[config.mk]
export PLATFORM = sky130hd
export DESIGN_NAME = iir_dir_pole_flat
export DESIGN_NICKNAME = d
export VERILOG_FILES = /design/src/rtl/iir_dir_pole_if.sv /design/src/rtl/iir_dir_pole.sv /design/src/flat_wrapper.sv
export SDC_FILE = /design/constraint.sdc
export NUM_CORES = 2
export LEC_CHECK = 0
export CAP_MARGIN = 40
export CORE_MARGIN = 4
export CORE_UTILIZATION = 35
export DETAILED_ROUTE_END_ITERATION = 8
export PLACE_DENSITY = 0.5
export SLEW_MARGIN = 20
export SYNTH_ARGS = -nofsm -noshare
export SYNTH_HDL_FRONTEND = slang
export SYNTH_SLANG_ARGS = --single-unit
[constraint.sdc]
create_clock -name clk -period 33.8 [get_ports clk]
set_input_delay 5.07 -clock clk [delete_from_list [all_inputs] [get_ports clk]]
set_output_delay 5.07 -clock clk [all_outputs]
set_load 0.02 [all_outputs]
[src/rtl/iir_dir_pole_if.sv]
// rtl/iir_dir_pole_if.sv - sample-in / sample-out handshake bundle for the IIR pole section
interface iir_dir_pole_if;
   logic signed [47:0] Xin;
   logic               in_valid;
   logic               in_ready;
   logic signed [31:0] Yout;
   logic               out_valid;
   logic               out_ready;
   logic               ovf;

   modport master (output Xin, in_valid, out_ready,
                   input  in_ready, Yout, out_valid, ovf);
   modport slave  (input  Xin, in_valid, out_ready,
                   output in_ready, Yout, out_valid, ovf);
endinterface

[src/rtl/iir_dir_pole.sv]
// rtl/iir_dir_pole.sv - recursive pole section of the direct-form IIR, one shared 16x32 MAC
module iir_dir_pole #(
   parameter int FRAC = 11
) (
   input  logic               clk,
   input  logic               rst,
   input  logic               clr,
   input  logic signed [15:0] B1,
   input  logic signed [15:0] B2,
   input  logic signed [15:0] B3,
   input  logic signed [15:0] B4,
   input  logic signed [15:0] B5,
   input  logic signed [15:0] B6,
   input  logic signed [15:0] B7,
   iir_dir_pole_if.slave      bus
);
   typedef enum logic [1:0] {IDLE, MAC, DONE, HOLD} state_t;

   state_t             state, state_nxt;
   logic signed [15:0] coef   [7];
   logic signed [31:0] y_hist [7];   // y_hist[0] holds y[n-1]
   logic signed [51:0] acc;
   logic        [2:0]  k;
   logic signed [31:0] yout;
   logic               ovf_r;
   logic               out_valid_r;

   logic        [2:0]  idx;
   logic signed [47:0] coef_x, hist_x, prod;
   logic signed [51:0] shifted;
   logic               clip_hi, clip_lo;
   logic signed [31:0] sat_y;

   assign idx     = k - 3'd1;
   assign coef_x  = 48'(coef[idx]);
   assign hist_x  = 48'(y_hist[idx]);
   assign prod    = coef_x * hist_x;

   // Arithmetic shift floors toward -inf; anything outside 32 bits clips.
   assign shifted = acc >>> FRAC;
   assign clip_hi = !shifted[51] && (shifted[50:31] != '0);
   assign clip_lo =  shifted[51] && (shifted[50:31] != '1);
   assign sat_y   = clip_hi ? 32'sh7fff_ffff :
                    clip_lo ? 32'sh8000_0000 : shifted[31:0];

   always_ff @(posedge clk or posedge rst) begin
      if (rst) state <= IDLE;
      else     state <= state_nxt;
   end

   always_comb begin
      state_nxt = state;
      case (state)
         IDLE:    if (bus.in_valid)  state_nxt = MAC;
         MAC:     if (k == 3'd7)     state_nxt = DONE;
         DONE:                       state_nxt = HOLD;
         HOLD:    if (bus.out_ready) state_nxt = IDLE;
         default:                    state_nxt = IDLE;
      endcase
      if (clr) state_nxt = IDLE;
   end

   always_ff @(posedge clk or posedge rst) begin
      if (rst) begin
         acc         <= '0;
         k           <= '0;
         yout        <= '0;
         ovf_r       <= 1'b0;
         out_valid_r <= 1'b0;
         for (int i = 0; i < 7; i++) begin
            y_hist[i] <= '0;
            coef[i]   <= '0;
         end
      end else if (clr) begin
         acc         <= '0;
         k           <= '0;
         yout        <= '0;
         ovf_r       <= 1'b0;
         out_valid_r <= 1'b0;
         for (int i = 0; i < 7; i++) y_hist[i] <= '0;
      end else begin
         case (state)
            IDLE: if (bus.in_valid) begin
               acc     <= {{4{bus.Xin[47]}}, bus.Xin};
               k       <= 3'd1;
               coef[0] <= B1;
               coef[1] <= B2;
               coef[2] <= B3;
               coef[3] <= B4;
               coef[4] <= B5;
               coef[5] <= B6;
               coef[6] <= B7;
            end
            MAC: begin
               acc <= acc - {{4{prod[47]}}, prod};
               k   <= k + 3'd1;
            end
            DONE: begin
               yout        <= sat_y;
               ovf_r       <= clip_hi | clip_lo;
               out_valid_r <= 1'b1;
               y_hist[0]   <= sat_y;
               for (int i = 1; i < 7; i++) y_hist[i] <= y_hist[i-1];
            end
            HOLD: if (bus.out_ready) out_valid_r <= 1'b0;
            default: ;
         endcase
      end
   end

   assign bus.in_ready  = (state == IDLE);
   assign bus.Yout      = yout;
   assign bus.ovf       = ovf_r;
   assign bus.out_valid = out_valid_r;
endmodule

[src/flat_wrapper.sv]
// flat-port wrapper written by rule: the top's interface ports become plain ports
module iir_dir_pole_flat 
#(
   parameter int FRAC = 11
)
  (clk, rst, clr, B1, B2, B3, B4, B5, B6, B7, bus_Xin, bus_in_valid, bus_out_ready, bus_in_ready, bus_Yout, bus_out_valid, bus_ovf);
  iir_dir_pole_if bus_i ();
  input  logic clk;
  input  logic rst;
  input  logic clr;
  input  logic signed [15:0] B1;
  input  logic signed [15:0] B2;
  input  logic signed [15:0] B3;
  input  logic signed [15:0] B4;
  input  logic signed [15:0] B5;
  input  logic signed [15:0] B6;
  input  logic signed [15:0] B7;
  input wire logic [$bits(bus_i.Xin)-1:0] bus_Xin;
  input wire logic [$bits(bus_i.in_valid)-1:0] bus_in_valid;
  input wire logic [$bits(bus_i.out_ready)-1:0] bus_out_ready;
  output wire logic [$bits(bus_i.in_ready)-1:0] bus_in_ready;
  output wire logic [$bits(bus_i.Yout)-1:0] bus_Yout;
  output wire logic [$bits(bus_i.out_valid)-1:0] bus_out_valid;
  output wire logic [$bits(bus_i.ovf)-1:0] bus_ovf;
  assign bus_i.Xin = bus_Xin;
  assign bus_i.in_valid = bus_in_valid;
  assign bus_i.out_ready = bus_out_ready;
  assign bus_in_ready = bus_i.in_ready;
  assign bus_Yout = bus_i.Yout;
  assign bus_out_valid = bus_i.out_valid;
  assign bus_ovf = bus_i.ovf;
  iir_dir_pole #(.FRAC(FRAC)) u_core (.clk(clk), .rst(rst), .clr(clr), .B1(B1), .B2(B2), .B3(B3), .B4(B4), .B5(B5), .B6(B6), .B7(B7), .bus(bus_i));
endmodule
==> impl_metrics.csv <==
group,metric,value,unit
critical_path,worstSetupStartpoint,"u_core.k[0]$_DFFE_PP0P_",
logic_synthesis,syn_nets,4935,
finish,final_cell_mix,"inv_1 (604), nor2_1 (511), fa_1 (487)",
grt,grt_antenna_before_repair,2,
clock_tree,cts_hold_buf,0,
finish,area_delta_synth_final,14.0,%
timing,period_share,0.350,
finish,final_common_cell,"inv_1",
floorplanning,die_x,342,µm
detailed_routing,routed_wl,123,mm
placement,finalWeightedCongestion,0.902,
timing,slew_viol_final,0,
critical_path,cp_slowest_cell,"buf_4",
clock_tree,htreeDepth,2,
clock_tree,path_clk_slew,0.06,ns
detailed_routing,drt_iter0_drc,2075,
logic_synthesis,ys_seq_area_frac,0.253,
timing,max_slew_margin,0.400,
clock_tree,clock_sinks,395,
timing,worst_pin_slew,0.896,ns
power_and_ir_drop,p_per_area,75.3,nW/µm²
power_and_ir_drop,peakVddDrop,0.0659,mV
floorplanning,ios,200,
timing,tns,0,ns
critical_path,path_buf_inv,6,
critical_path,worst_path_most_repeated_cell,"fa_1",
critical_path,cp_data_arrival_time,12.37,ns
detailed_routing,drc,0,
critical_path,endpoint_kind,"flip-flop",
status,status,"finished, final reports clean",
clock_tree,cts_made_buffers,49,
grt,grt.total_usage,0.214,
detailed_routing,viasPerCell,5.08,
logic_synthesis,ys_seq_elements,395,
critical_path,worst_ep_required_time,34.33,ns
clock_tree,cts_resized,0,
detailed_routing,wire_per_inst,21.5,µm
placement,io_buffers,199,
grt,grt_pass1_wl,192,mm
detailed_routing,dr.pass1.iters,5,
timing,finClkSkew,0.0591,ns
timing,rsz0062_at_grt,"false",
floorplanning,dieHeight,342,µm
critical_path,critPathLaunchType,"flip-flop",
grt,grt_overflow_total,0,
critical_path,critPathMaxStageDelay,0.73,ns
critical_path,worstReg2RegStart,"u_core.k[0]$_DFFE_PP0P_",
critical_path,regToRegSetupSlack,21.97,ns
timing,setup_viol_count_final,0,
clock_tree,clock_latency,0.63,ns
power_and_ir_drop,p_leak,20.1,nW
floorplanning,rows,122,
timing,max_freq,84.5,MHz
logic_synthesis,ys_warn_count,0,
placement,place_inst,5631,
logic_synthesis,avgSynthCellArea,9.50,µm²
finish,nets,5022,
logic_synthesis,async_flop_share,1.00,
timing,hold_viol,0,
timing,fin_crit,11.83,ns
hold_path,hold_class,"reg -> reg",
clock_tree,post_cts_buffers,0,
critical_path,crit_family,"adder cells",
placement,hpwl,92.4,mm
finish,layout-drive-gt1-share,0.0857,
detailed_routing,postRouteAntennaNets,0,
clock_tree,cts_tree,"done",
grt,grt_max_degree,144,
logic_synthesis,synth_cell_type_count,70,
floorplanning,initial_core_util,0.353,
hold_path,min-delay-start,"u_core.coef[111]$_DFFE_PP0P_",
logic_synthesis,synth_cells,4111,
clock_tree,root_buffer,"clkbuf_16",
finish,fin_cells,5723,
logic_synthesis,synth_area,39100,µm²
detailed_routing,vias,29100,
clock_tree,cts_buffer_depth,3,
critical_path,worstSetupPathType,"reg -> reg",
critical_path,crit_fanout,55,
grt,grt_pass1_vias,30600,
logic_synthesis,ys.flop_type,"dfrtp_1",
flow_run,max_cap_violations,0,
floorplanning,core_area,111000,µm²
logic_synthesis,synth_edf_count,0,
floorplanning,die-area,117000,µm²
[Yosys cell counts (55+ instances only)]
library cell / n / share of area
nor2_1: 512 / 0.049
mux2_2: 113 / 0.033
dfrtp_1: 395 / 0.25
mux2i_1: 264 / 0.068
inv_1: 606 / 0.058
a21oi_1: 115 / 0.015
nand2_1: 458 / 0.044
and2_1: 60 / 0.0096
fa_1: 487 / 0.25
clkbuf_1: 171 / 0.016
o21ai_0: 116 / 0.015
a31oi_1: 55 / 0.0088
ha_1: 172 / 0.055
[through the flow]
stage	setup slack (ns)	hold slack, ns	area [µm²]	util	total power [mW]
floorplan	17.75	0.474	39100	-	2.11
global placement	22.16	0.483	42600	0.385	2.80
detailed placement	22.05	0.492	42800	0.387	2.80
CTS	22.02	0.505	44400	0.401	3.36
global route	21.04	0.511	44500	0.402	3.59
finish	21.97	0.503	44500	0.402	3.35
[report_power, final]
| part | switching (mW) | internal [mW] | total, mW |
|---|---|---|---|
| Clock | 0.216 | 0.313 | 0.530 |
| Sequential | 0.101 | 0.584 | 0.686 |
| Combinational | 1.34 | 0.794 | 2.14 |
| Total | 1.66 | 1.69 | 3.35 |
[worst reg2reg max path, delay by kind of cell, from the launching register on]
| family | cells | cell delay (ns) |
|---|---|---|
| compound gates | 15 | 3.87 |
| fa+ha+maj | 9 | 4.25 |
| xor+xnor | 1 | 0.20 |
| simple gates | 5 | 0.88 |
| mux | 2 | 0.73 |
| flops | 1 | 0.70 |
| buf+inv | 6 | 1.11 |
[cell type report]
type                            count  area (µm²)
Clock inverter                     10         169
Fill cell                       11100       66100
Timing Repair Buffer              280        2840
Clock buffer                       77        1460
Multi-Input combinational cell   2866       26000
Tap cell                         1488        1860
Antenna cell                        1        2.50
Sequential cell                   395        9890
Inverter                          606        2280
[per-layer routing]
layer / up-vias / GRT usage / routed length, µm
li1: 13300 / - / -
met1: 15000 / 0.302 / 56000
met2: 647 / 0.355 / 58800
met3: 136 / 0.0250 / 5680
met4: 0 / 0.0434 / 2680
met5: - / 0 / 0
[registers in the layout (all words and copies together) (netlist names)]
name                  cells
u_core.y_hist           223
u_core.coef             112
u_core.acc               52
u_core.k                  3
u_core.state              2
u_core.bus.Yout           1
u_core.bus.out_valid      1
u_core.bus.ovf            1
[cell families after synthesis]
family | Yosys count | share of synthesized area
multiplexers | 425 | 0.128
AO/OA/AOI/OAI | 515 | 0.0835
XOR/XNOR | 85 | 0.0194
AND/OR/NAND/NOR | 1182 | 0.127
flip-flops | 395 | 0.253
adder cells (fa/ha/maj) | 659 | 0.305
buffers and inverters | 850 | 0.0849
[worst paths after layout]
check / cells after the start / end
min: 1 / u_core.coef[111]$_DFFE_PP0P_
max: 38 / u_core.acc[45]$_DFFE_PP0P_
min in group asynchronous: 2 / u_core.y_hist[96]$_DFFE_PP0P_
max reg2reg: 38 / u_core.acc[45]$_DFFE_PP0P_
min reg2reg: 1 / u_core.coef[111]$_DFFE_PP0P_
max in group asynchronous: 7 / u_core.y_hist[27]$_DFFE_PP0P_
Note: power is estimated with default switching activity, not from simulation.
